===== src/rtl/rw_register_bus_arbiter_pkg.sv =====
// Shared types and defaults for the register-bank bus arbiter.
// Holds the FSM state encoding, default widths and the address-width helper.
package rw_arb_pkg;

    typedef enum logic [1:0] {
        ST_IDLE   = 2'd0,
        ST_ACCESS = 2'd1,
        ST_DONE   = 2'd2,
        ST_TURN   = 2'd3
    } arb_state_t;

    localparam int DEF_NUM_REQ    = 4;
    localparam int DEF_DATA_WIDTH = 32;
    localparam int DEF_NUM_REGS   = 8;

    // Index width for n items; never less than one bit.
    function automatic int addr_width(input int n);
        return (n <= 2) ? 1 : $clog2(n);
    endfunction

endpackage


===== src/rtl/rw_register_bus_arbiter_rr_arbiter_core.sv =====
// Combinational round-robin picker: the requester at ptr has the highest priority,
// then ptr+1 and so on with wrap-around.
module rr_arbiter_core
    import rw_arb_pkg::*;
#(
    parameter int NUM_REQ = DEF_NUM_REQ,
    parameter int PTR_W   = addr_width(NUM_REQ)
) (
    input  logic [NUM_REQ-1:0] req,
    input  logic [PTR_W-1:0]   ptr,
    output logic [NUM_REQ-1:0] winner,
    output logic [PTR_W-1:0]   winner_idx,
    output logic               any_req
);

    localparam logic [PTR_W:0] NUM_REQ_W = (PTR_W + 1)'(NUM_REQ);

    logic [2*NUM_REQ-1:0] dbl_shift;
    logic [NUM_REQ-1:0]   rot;
    logic [PTR_W-1:0]     offset;
    logic [PTR_W:0]       sum;
    logic [PTR_W:0]       sum_wrapped;

    // Rotate so the pointer's requester lands on bit 0.
    assign dbl_shift = {req, req} >> ptr;
    assign rot       = dbl_shift[NUM_REQ-1:0];
    assign any_req   = |req;

    always_comb begin
        offset = '0;
        for (int k = NUM_REQ - 1; k >= 0; k--) begin
            if (rot[k]) begin
                offset = PTR_W'(k);
            end
        end
    end

    assign sum         = {1'b0, ptr} + {1'b0, offset};
    assign sum_wrapped = sum - NUM_REQ_W;
    assign winner_idx  = (sum >= NUM_REQ_W) ? sum_wrapped[PTR_W-1:0] : sum[PTR_W-1:0];

    genvar gi;
    generate
        for (gi = 0; gi < NUM_REQ; gi++) begin : g_onehot
            assign winner[gi] = any_req && (winner_idx == PTR_W'(gi));
        end
    endgenerate

endmodule


===== src/rtl/rw_register_bus_arbiter.sv =====
// Round-robin arbiter sharing a tri-stated register bank between requesters; every output registered.
// Build option RWARB_TURNAROUND_EN adds a strobe-free TURN cycle after each DONE.
module rw_register_bus_arbiter
    import rw_arb_pkg::*;
#(
    parameter int NUM_REQ    = DEF_NUM_REQ,
    parameter int DATA_WIDTH = DEF_DATA_WIDTH,
    parameter int NUM_REGS   = DEF_NUM_REGS,
    // May be widened beyond the bank so out-of-range indices can be presented.
    parameter int ADDR_WIDTH = addr_width(NUM_REGS)
) (
    input  logic                           Clk,
    input  logic                           Reset,
    input  logic [NUM_REQ-1:0]             Req,
    input  logic [NUM_REQ-1:0]             ReqWrite,
    input  logic [NUM_REQ*ADDR_WIDTH-1:0]  ReqAddr,
    input  logic [NUM_REQ*DATA_WIDTH-1:0]  ReqData,
    output logic [NUM_REQ-1:0]             Grant,
    output logic [NUM_REQ-1:0]             Done,
    output logic [DATA_WIDTH-1:0]          RdData,
    output logic [NUM_REGS-1:0]            RegRE,
    output logic [NUM_REGS-1:0]            RegWE,
    output logic [DATA_WIDTH-1:0]          RegDataIn,
    input  logic [DATA_WIDTH-1:0]          RegDataOut
);

    localparam int PTR_W = addr_width(NUM_REQ);
    localparam logic [ADDR_WIDTH:0] NUM_REGS_W = (ADDR_WIDTH + 1)'(NUM_REGS);

    arb_state_t state_reg, state_next;
    logic [PTR_W-1:0]      ptr_reg, ptr_next;
    logic                  write_reg, write_next;
    logic [ADDR_WIDTH-1:0] addr_reg, addr_next;
    logic [NUM_REQ-1:0]    grant_reg, grant_next;
    logic [NUM_REQ-1:0]    done_reg, done_next;
    logic [NUM_REGS-1:0]   re_reg, re_next;
    logic [NUM_REGS-1:0]   we_reg, we_next;
    logic [DATA_WIDTH-1:0] din_reg, din_next;
    logic [DATA_WIDTH-1:0] rd_data_reg, rd_data_next;

    logic [NUM_REQ-1:0]    winner;
    logic [PTR_W-1:0]      winner_idx;
    logic                  any_req;
    logic [NUM_REGS-1:0]   reg_hit;
    logic                  addr_ok;

    logic [ADDR_WIDTH-1:0] addr_chain [NUM_REQ+1];
    logic [DATA_WIDTH-1:0] data_chain [NUM_REQ+1];
    logic [NUM_REQ:0]      write_chain;

    rr_arbiter_core #(
        .NUM_REQ (NUM_REQ),
        .PTR_W   (PTR_W)
    ) u_rr_core (
        .req        (Req),
        .ptr        (ptr_reg),
        .winner     (winner),
        .winner_idx (winner_idx),
        .any_req    (any_req)
    );

    // AND-OR select of the winner's request fields.
    assign addr_chain[0]  = '0;
    assign data_chain[0]  = '0;
    assign write_chain[0] = 1'b0;

    genvar gi;
    generate
        for (gi = 0; gi < NUM_REQ; gi++) begin : g_sel
            assign addr_chain[gi+1]  = addr_chain[gi] |
                (winner[gi] ? ReqAddr[gi*ADDR_WIDTH +: ADDR_WIDTH] : '0);
            assign data_chain[gi+1]  = data_chain[gi] |
                (winner[gi] ? ReqData[gi*DATA_WIDTH +: DATA_WIDTH] : '0);
            assign write_chain[gi+1] = write_chain[gi] | (winner[gi] & ReqWrite[gi]);
        end
        // Out-of-range addresses match no register, so no strobe fires.
        for (gi = 0; gi < NUM_REGS; gi++) begin : g_decode
            assign reg_hit[gi] = (addr_chain[NUM_REQ] == ADDR_WIDTH'(gi));
        end
    endgenerate

    assign addr_ok = ({1'b0, addr_reg} < NUM_REGS_W);

    always_ff @(posedge Clk) begin
        if (Reset) begin
            state_reg <= ST_IDLE;
        end else begin
            state_reg <= state_next;
        end
    end

    always_comb begin
        state_next = state_reg;
        case (state_reg)
            ST_IDLE:   if (any_req) state_next = ST_ACCESS;
            ST_ACCESS: state_next = ST_DONE;
`ifdef RWARB_TURNAROUND_EN
            ST_DONE:   state_next = ST_TURN;
`else
            ST_DONE:   state_next = ST_IDLE;
`endif
            ST_TURN:   state_next = ST_IDLE;
            default:   state_next = ST_IDLE;
        endcase
    end

    // Next values of the registered outputs, aligned to the state being entered.
    always_comb begin
        grant_next   = '0;
        done_next    = '0;
        re_next      = '0;
        we_next      = '0;
        din_next     = din_reg;
        rd_data_next = rd_data_reg;
        ptr_next     = ptr_reg;
        write_next   = write_reg;
        addr_next    = addr_reg;
        case (state_reg)
            ST_IDLE: begin
                if (any_req) begin
                    grant_next = winner;
                    write_next = write_chain[NUM_REQ];
                    addr_next  = addr_chain[NUM_REQ];
                    ptr_next   = (winner_idx == PTR_W'(NUM_REQ - 1)) ? '0 : winner_idx + PTR_W'(1);
                    if (write_chain[NUM_REQ]) begin
                        we_next  = reg_hit;
                        din_next = data_chain[NUM_REQ];
                    end else begin
                        re_next  = reg_hit;
                    end
                end
            end
            ST_ACCESS: begin
                grant_next = grant_reg;
                done_next  = grant_reg;
                if (!write_reg) begin
                    rd_data_next = addr_ok ? RegDataOut : '0;
                end
            end
            default: ;
        endcase
    end

    always_ff @(posedge Clk) begin
        if (Reset) begin
            ptr_reg     <= '0;
            write_reg   <= 1'b0;
            addr_reg    <= '0;
            grant_reg   <= '0;
            done_reg    <= '0;
            re_reg      <= '0;
            we_reg      <= '0;
            din_reg     <= '0;
            rd_data_reg <= '0;
        end else begin
            ptr_reg     <= ptr_next;
            write_reg   <= write_next;
            addr_reg    <= addr_next;
            grant_reg   <= grant_next;
            done_reg    <= done_next;
            re_reg      <= re_next;
            we_reg      <= we_next;
            din_reg     <= din_next;
            rd_data_reg <= rd_data_next;
        end
    end

    assign Grant     = grant_reg;
    assign Done      = done_reg;
    assign RegRE     = re_reg;
    assign RegWE     = we_reg;
    assign RegDataIn = din_reg;
    assign RdData    = rd_data_reg;

endmodule


===== config.mk =====
export PLATFORM = sky130hd
export DESIGN_NAME = rw_register_bus_arbiter
export DESIGN_NICKNAME = d
export VERILOG_FILES = /design/src/rtl/rw_register_bus_arbiter_pkg.sv /design/src/rtl/rw_register_bus_arbiter_rr_arbiter_core.sv /design/src/rtl/rw_register_bus_arbiter.sv
export SDC_FILE = /design/constraint.sdc
export NUM_CORES = 1
export LEC_CHECK = 0
export ABC_AREA = 0
export BUFFER_PORTS_ARGS = -buffer_cell sky130_fd_sc_hd__buf_2
export CAP_MARGIN = 20
export CELL_PAD_IN_SITES_DETAIL_PLACEMENT = 0
export CELL_PAD_IN_SITES_GLOBAL_PLACEMENT = 1
export CORE_AREA = 2 2 127 129
export DETAILED_ROUTE_END_ITERATION = 8
export DIE_AREA = 0 0 129 131
export GPL_TIMING_DRIVEN = 0
export PLACE_DENSITY = 0.86
export SETUP_SLACK_MARGIN = 0.15
export SLEW_MARGIN = 15
export SYNTH_ARGS = -nofsm -noshare
export SYNTH_HDL_FRONTEND = slang
export SYNTH_SLANG_ARGS = --single-unit

===== constraint.sdc =====
create_clock -name Clk -period 6.9 [get_ports Clk]
set_input_delay 1.38 -clock Clk [delete_from_list [all_inputs] [get_ports Clk]]
set_output_delay 1.38 -clock Clk [all_outputs]
set_load 0.005 [all_outputs]

* After elaboration in Yosys (flattened, before gate mapping)
Index checks and enable logic that the tools add are counted.
Storage, ports and cells: flip-flop bits (word level) 93, output and inout port bits 88, word-level logic and storage cells 79
Cells by class: add/sub/neg operators 3, order comparisons 1, eq/ne operators 14, shift operators 1, muxes and demuxes 18, bitwise gates (word level) 18, reductions and logical operators 15
Operators with widths (number):
- $mux 32 | 4
- $or 32x32->32 | 3
- $mux 2 | 7
- $eq 3x3->1 const B | 4
- $mux 3 | 4
- $reduce_or 4->1 | 3
- $or 3x3->3 | 3
- $eq 2x2->1 const B | 4
- $pmux 4 s2 | 1
- $shr 8x2->4 | 1
- $eq 3x2->1 const B | 2
- $pmux 2 s3 | 1
- $not 1->1 | 5
- $and 1x1->1 | 4
- $eq 2x1->1 const B | 2
- $logic_and 1x1->1 | 4
- $logic_not 2->1 | 2
- $mux 4 | 1
- $reduce_and 2->1 | 2
- $reduce_or 2->1 | 2
- $add 2x2->3 | 1
- $eq 3x1->1 const B | 1
- $ge 3x3->1 const B | 1
- $logic_not 3->1 | 1
- 5 further kinds | 7

* Logic depth before layout (Yosys ltp)
Gate-level depths: netlist of the first run.
depth after elaboration 16, mapped depth 19, depth with buffers taken out 16

* Hierarchy
A second synthesis of the first run with hierarchy kept.
Unflattened totals: cells, all modules 485, area total of the unflattened synthesis 4320.4 µm²
By module, submodules not included:
- rw_register_bus_arbiter | times used 1, cells an instance 443, area an instance 3993.8 µm², sequential area each 1861.8 µm²
- rr_arbiter_core | times used 1, cells an instance 42, area an instance 326.6 µm², sequential area each 0.0 µm²

* Worst setup path before layout of the first run
OpenSTA, ideal clock, no wires.
kind input to register, from input port Req[0], to register re_reg[3], in the netlist RegRE[3], library setup time 0.073 ns, arrival 4.837 ns, required time 6.827 ns, path slack 1.990 ns, stages 18, buffers on the path 2, cell sequence buf_4 nor2_1 a221oi_1 a31oi_1 a211o_1 ha_1 xnor2_1 nand3_2 nand2_4 inv_2 ha_1 nor2b_1 clkbuf_1 nand2_1 o211ai_1 mux2_4 or4_4 nor3_2
On the way: cells in the longest elaborated chain, start to end 15, elaborated cells between the ends (all ways) 35, classes of those cells 2 x add/sub; 1 x order compare; 4 x eq/ne; 1 x shift; 9 x mux; 11 x bitwise; 7 x reduce/logical
Ends and longest elaborated chain:
- start, declared | RTL line rw_register_bus_arbiter.sv:14 | input logic [NUM_REQ-1:0] Req,
- $shr 8x2->4 | RTL line rw_register_bus_arbiter_rr_arbiter_core.sv:25 | assign dbl_shift = {req, req} >> ptr;
- $mux 2 (4 in a row) | RTL line rw_register_bus_arbiter_rr_arbiter_core.sv:32 | if (rot[k]) begin
- $add 2x2->3 | RTL line rw_register_bus_arbiter_rr_arbiter_core.sv:38 | assign sum = {1'b0, ptr} + {1'b0, offset};
- $ge 3x3->1 / $sub 2x1->2 (equally long branches) | RTL line rw_register_bus_arbiter_rr_arbiter_core.sv:40, rw_register_bus_arbiter_rr_arbiter_core.sv:39
- $mux 2 | RTL line rw_register_bus_arbiter_rr_arbiter_core.sv:40 | assign winner_idx = (sum >= NUM_REQ_W) ? sum_wrapped[PTR_W-1:0] : sum[PTR_W-1:0];
- $eq 2x1->1 / $logic_not 2->1 (equally long branches) | RTL line rw_register_bus_arbiter_rr_arbiter_core.sv:45 | assign winner[gi] = any_req && (winner_idx == PTR_W'(gi));
- $logic_and 1x1->1 | RTL line rw_register_bus_arbiter_rr_arbiter_core.sv:45
- $mux 3 / $and 1x1->1 (equally long branches) | RTL line rw_register_bus_arbiter.sv:71, rw_register_bus_arbiter.sv:74
- $or 3x3->3 / $or 1x1->1 (equally long branches) (3 in a row) | RTL line rw_register_bus_arbiter.sv:70, rw_register_bus_arbiter.sv:74
- $eq 3x2->1 / $reduce_or 4->1 (equally long branches)
- end signal, assigned | RTL line rw_register_bus_arbiter.sv:161 | re_reg <= re_next;
- end, declared | RTL line rw_register_bus_arbiter.sv:36 | logic [NUM_REGS-1:0] re_reg, re_next;
Parallel ways exist; a longest one is shown, timed or not. A chain may end at the register's enable or synchronous reset.

* Final worst setup path of the first run
Ends and elaborated chain as after synthesis.

==> results of run 1 <==
-- layout make-up --
cell class | count | area (um^2) | area share
Multi-Input combinational cell | 549 | 2925 | 0.4185
Sequential cell | 93 | 1862 | 0.2663
Timing Repair Buffer | 266 | 1331 | 0.1904
Tap cell | 216 | 270.3 | 0.03866
Clock buffer | 12 | 256.5 | 0.03669
Buffer | 57 | 251.5 | 0.03598
Clock inverter | 4 | 77.57 | 0.01110
Inverter | 3 | 11.26 | 0.001611
Antenna cell | 2 | 5.005 | 0.0007159
-- kinds of logic after synthesis --
| kind of cell | synth area share |
|---|---|
| simple gates | 0.2691 |
| compound gates | 0.2914 |
| flops | 0.3687 |
| buf+inv | 0.05203 |
| mux | 0.008919 |
| xor+xnor | 0.004957 |
| fa+ha+maj | 0.004955 |
-- per-stage QoR --
step                cells  area, um^2  setup slack [ns]  hold WS, ns  utilization
floorplan             702        5050             1.990       0.4450            -
global placement     1184        6651             1.339       0.4383       0.4264
detailed placement   1184        6651             1.364       0.4438       0.4264
CTS                  1200        6985             1.721       0.4532       0.4479
global route         1202        6990             1.285       0.4744       0.4482
finish               1202        6990             1.685       0.4513       0.4482
-- power by group --
group	total [mW]	internal [mW]	switching, mW
clock network	0.567	0.341	0.226
registers	0.694	0.645	0.0485
logic	1.69	0.647	1.04
-- critical path, delay by kind of cell --
| family | cells | cell delay [ns] |
|---|---|---|
| buffers and inverters | 3 | 0.51 |
| adders and majority gates | 2 | 0.46 |
| and+or+nand+nor | 7 | 1.45 |
| xor gates and xnor gates | 1 | 0.63 |
| muxes | 1 | 0.30 |
| AOI/OAI and AO/OA | 4 | 0.74 |
-- worst max-delay path by stage --
stage,end,startpoint,slack (ns),depth (start not counted)
2_1_floorplan,RegRE[3]$_SDFF_PP0_,Req[0],1.99,18
3_3_place_gp,RegRE[3]$_SDFF_PP0_,Req[0],1.34,18
3_5_place_dp,RegRE[3]$_SDFF_PP0_,Req[0],1.36,18
4_1_cts,RegRE[3]$_SDFF_PP0_,Req[0],1.72,18
5_1_grt,RegRE[3]$_SDFF_PP0_,Req[1],1.29,18
6_report,RegRE[3]$_SDFF_PP0_,Req[0],1.68,18
-- layout by cell type (no fill, tap or decap), types with 3 or more instances in the layout --
| master | synthesis | final |
|---|---|---|
| dfxtp_1 | 93 | 93 |
| a211oi_1 | 34 | 34 |
| nor2_1 | 24 | 24 |
| a31o_2 | 3 | 3 |
| mux2i_1 | 3 | 3 |
| buf_1 | 5 | 5 |
| a21oi_1 | 136 | 136 |
| nand2_1 | 210 | 210 |
| nor3_1 | 38 | 38 |
| clkbuf_1 | 33 | 34 |
| buf_2 | 15 | 281 |
| o211ai_1 | 3 | 3 |
| buf_4 | 3 | 3 |
| clkbuf_16 | 0 | 9 |
| a41oi_1 | 4 | 4 |
| and2_1 | 7 | 7 |
| a211o_1 | 3 | 3 |
| nand3_1 | 9 | 9 |
| a22o_1 | 32 | 32 |
| nor2b_1 | 4 | 4 |
| nand3b_1 | 3 | 3 |
-- per-layer routing --
metal	track usage	vias up	routed length [um]
li1	-	3025	-
met1	0.2688	2693	8019
met2	0.3841	253	9296
met3	0.05741	23	1592
met4	0.06714	2	267
met5	0	-	13
==> flow_summary.ini, run 1 <==
[setup_path]
required_ns = 7.17
crit_type = in -> reg
arrival_ns = 5.49
timing.rr.start = ptr_reg[0]$_SDFFE_PP0P_
crit_chain = buf_4, nor2_1, a221oi_1, a31oi_1, a211o_1, ha_1, xnor2_1, nand3_2, nand2_4, inv_2, ha_1, nor2b_1, clkbuf_1, nand2_1, o211ai_1, mux2_4, or4_4, nor3_2
r2r_end = RegRE[3]$_SDFF_PP0_
max_stage_delay_ns = 0.63
crit_path_end_kind = register
worst-path-max-fanout = 9
rrSetupSlack_ns = 2.30
crit_top_cell = ha_1
cpMaxStageDelayCell = xnor2_1
worst_r2r_path_depth = 18
start_kind = input pin

[synth]
syn_inst = 702
yosys-top-cells-area = dfxtp_1 37%, nand2_1 16%, a21oi_1 13%
ys.flop_type = dfxtp_1
postSynthNetCount = 886
synth_most_common_cell = nand2_1
synth_top_area_frac = 0.3687
synthArstFlopShare = 0
synth_area_mm2 = 0.005050
synth_cell_types = 54
yosysWarnings = 0
synth-edff-count = 0
synth_common_cells = 210 x nand2_1, 136 x a21oi_1, 93 x dfxtp_1
ys_seq_area_frac = 0.3687
yosysTopAreaCell = dfxtp_1
post_synth.cell_area_avg_um2 = 7.194
ys_ff_latch = 93

[finish]
areaGrowthSynthToFinish_pct = 38.43
layout.nets = 1163
drive_gt1_frac = 0.3272
fillers = 1665

[global_routing]
first_global_vias = 5597
antenna_found_initial = 4
grt_use_total = 0.2208
overflow = 0
grt_pass1_wl_um = 29240
grt_max_degree = 16

[pwr]
p_leak_nw = 3.284
ir_worst_vdd_v = 0.0002110
powerDensity_mw_per_mm2 = 421.8
power_mw = 2.949

[timing]
grt_setup_unrepaired = no
max_freq_ghz = 0.1917
post-route-period-util = 0.7558
tightest_slew_ns = 0.9969
hold_viol_final = 0
fin_setup_tns_ns = 0
finalClockSkew_ns = 0.004380
min_period_ns = 5.215
final-setup-viol-count = 0
slew_violations = 0
relSlewSlack = 0.3303

[run]
drv_cap = 0

[clocking]
post_cts.repair.setup_buffers = 0
cts_root_buf = clkbuf_16
tritoncts = yes
cts_buffer_depth = 2
clock_sinks = 93
cts_inserted_buffers = 9
clk_pin_slew_worst_paths_ns = 0.07
h-tree-depth = 3
cts-resized-gates = 0
hold_buffers = 0
clk_latency_ns = 0.35

[min_path]
hold_path_depth = 2
worstHoldStart = RdData[27]$_SDFFE_PP0P_
hold_path_class = reg -> reg
min_to = RdData[27]$_SDFFE_PP0P_

[placed_design]
hpwl_um = 14860
place.port_buffers = 266
place_congestion = 0.8374

[floorplanning]
fp-row-count = 46
core_area_mm2 = 0.01560
io_pins = 270
fp.dieW_um = 129
die-area_mm2 = 0.01690
die_y_um = 131
start_util = 0.3238

[route]
vias_per_cell = 4.988
ant_nets = 0
dr.pass1.iters = 4
wl_um = 19190
drt-initial-drc-count = 345
wl_per_cell_um = 15.97
drc = 0
vias = 5996

[status]
status = completed
Power figures use the tool's default switching activity.
==> run 2, diff against run 1 <==
- CORE_AREA: 2 2 127 129 -> 2 2 131 133
- DIE_AREA: 0 0 129 131 -> 0 0 133 135
- PLACE_DENSITY: 0.86 -> 0.82
- clock period: 6.9 -> 5.1 ns (I/O delays scaled with it)
==> flow_summary.ini, run 2 (synthesis gave the netlist of run 1 again) <==
[route]
dr.pass1.iters = 5
wl_per_cell_um = 16.63
ant_nets = 0
drc = 0
vias_per_cell = 5.046
drt-initial-drc-count = 345
wl_um = 20040
vias = 6080

[min_path]
worstHoldStart = RdData[3]$_SDFFE_PP0P_
hold_path_class = reg -> reg

[setup_path]
cpMaxStageDelayCell = or4_4
timing.rr.start = ptr_reg[0]$_SDFFE_PP0P_
start_kind = input pin
rrSetupSlack_ns = 0.63
worst-path-max-fanout = 10
crit_chain = buf_4, nor2_1, a221oi_1, a31oi_1, a211o_1, ha_1, xor2_4, o21ai_2, nand2_4, inv_2, ha_1, nor2b_1, clkbuf_1, nand2_1, o211ai_1, mux2_4, or4_4, nor2_1
required_ns = 5.35
crit_path_end_kind = register
critPathLaunch = Req[0]
crit_type = in -> reg
max_stage_delay_ns = 0.58
arrival_ns = 4.99

[clocking]
clk_pin_slew_worst_paths_ns = 0.06
tritoncts = yes
post_cts.repair.setup_buffers = 0
h-tree-depth = 3
cts_root_buf = clkbuf_16
cts_inserted_buffers = 9
clock_sinks = 93
cts_buffer_depth = 2
hold_buffers = 0
clk_latency_ns = 0.35

[finish]
drive_gt1_frac = 0.3299
layout.nets = 1164
final_cell_mix = 282 x buf_2, 210 x nand2_1, 136 x a21oi_1
areaGrowthSynthToFinish_pct = 38.38
final_common_cell = buf_2
fin_cells = 1205
antenna_cells = 0
utilization = 0.4259

[global_routing]
met1_usage = 0.2687
top_usage_layer = met2
first_global_vias = 5760
grtUsageMet2 = 0.3803
grt_max_degree = 17
overflow = 0
grt_use_total = 0.2179
grt_pass1_wl_um = 30590
antenna_found_initial = 2
met3_usage = 0.04955

[pwr]
power_mw = 3.969
ir_worst_vdd_v = 0.0002422
p_leak_nw = 3.279
powerDensity_mw_per_mm2 = 568.0

[timing]
min_period_ns = 4.735
post-route-period-util = 0.9284
grt_setup_unrepaired = no
final-setup-viol-count = 0
finalClockSkew_ns = 0.008717
relSlewSlack = 0.5564
slew_violations = 0
finalWorstSetupSlack_ns = 0.3651
max_freq_ghz = 0.2112
tightest_slew_ns = 0.6654
hold_viol_final = 0

[floorplanning]
die-area_mm2 = 0.01796
fp.dieW_um = 133
io_pins = 270
die_y_um = 135
start_util = 0.3078
core_area_mm2 = 0.01641
fp-row-count = 47

[placed_design]
place_congestion = 0.8578
place.port_buffers = 266
post-place-ws_ns = -0.2363
hpwl_um = 15590
placedCellCount = 1188

[run]
drv_cap = 0

[status]
status = completed
-- run 2: worst paths after layout --
kind	endpoint	cells past startpoint
worst max-delay path	RegRE[0]$_SDFF_PP0_	18
worst min-delay path	RdData[3]$_SDFFE_PP0P_	2
worst min register to register	RdData[3]$_SDFFE_PP0P_	2
worst max register to register	RegRE[0]$_SDFF_PP0_	18
-- run 2: where the power goes --
| group | switching, mW | internal (mW) |
|---|---|---|
| registers | 0.0625 | 0.873 |
| logic | 1.46 | 0.887 |
| clock network | 0.308 | 0.382 |
| total | 1.83 | 2.14 |
-- run 2: final cells by class --
class | count | area, um^2
clock inverter | 7 | 71.32
sequential | 93 | 1862
fill | 1765 | 9419
multi-input combinational | 549 | 2955
tap | 220 | 275.3
buffer | 57 | 251.5
timing repair buffer | 267 | 1336
inverter | 3 | 11.26
clock buffer | 9 | 225.2
-- run 2: through the flow --
stage                     setup TNS [ns]  area, um^2  hold slack [ns]
after CTS                              0        6960           0.4534
after global placement           -0.5726        6656           0.4391
after global routing                   0        6988           0.4671
after floorplan                        0        5050           0.4450
final                                  0        6988           0.4504
after detailed placement         -0.6564        6656           0.4439
-- run 2: layer usage --
metal | vias to the layer above | wire length (um)
met2 | 275 | 9706
li1 | 3030 | -
met4 | 4 | 264
met1 | 2749 | 8487
met3 | 22 | 1553
met5 | - | 24
-- run 2: what timing repair did --
item	4_1_cts	5_1_grt
gates cloned	0	0
resized for setup	1	2
endpoints found under the setup margin	1	3
-- run 2: worst max-delay path: cells and delay by family --
kind            cells  cell delay, ns
simple gates        6            1.28
compound gates      5            0.94
buf+inv             3            0.55
fa+ha+maj           2            0.53
xor+xnor            1            0.34
mux                 1            0.30
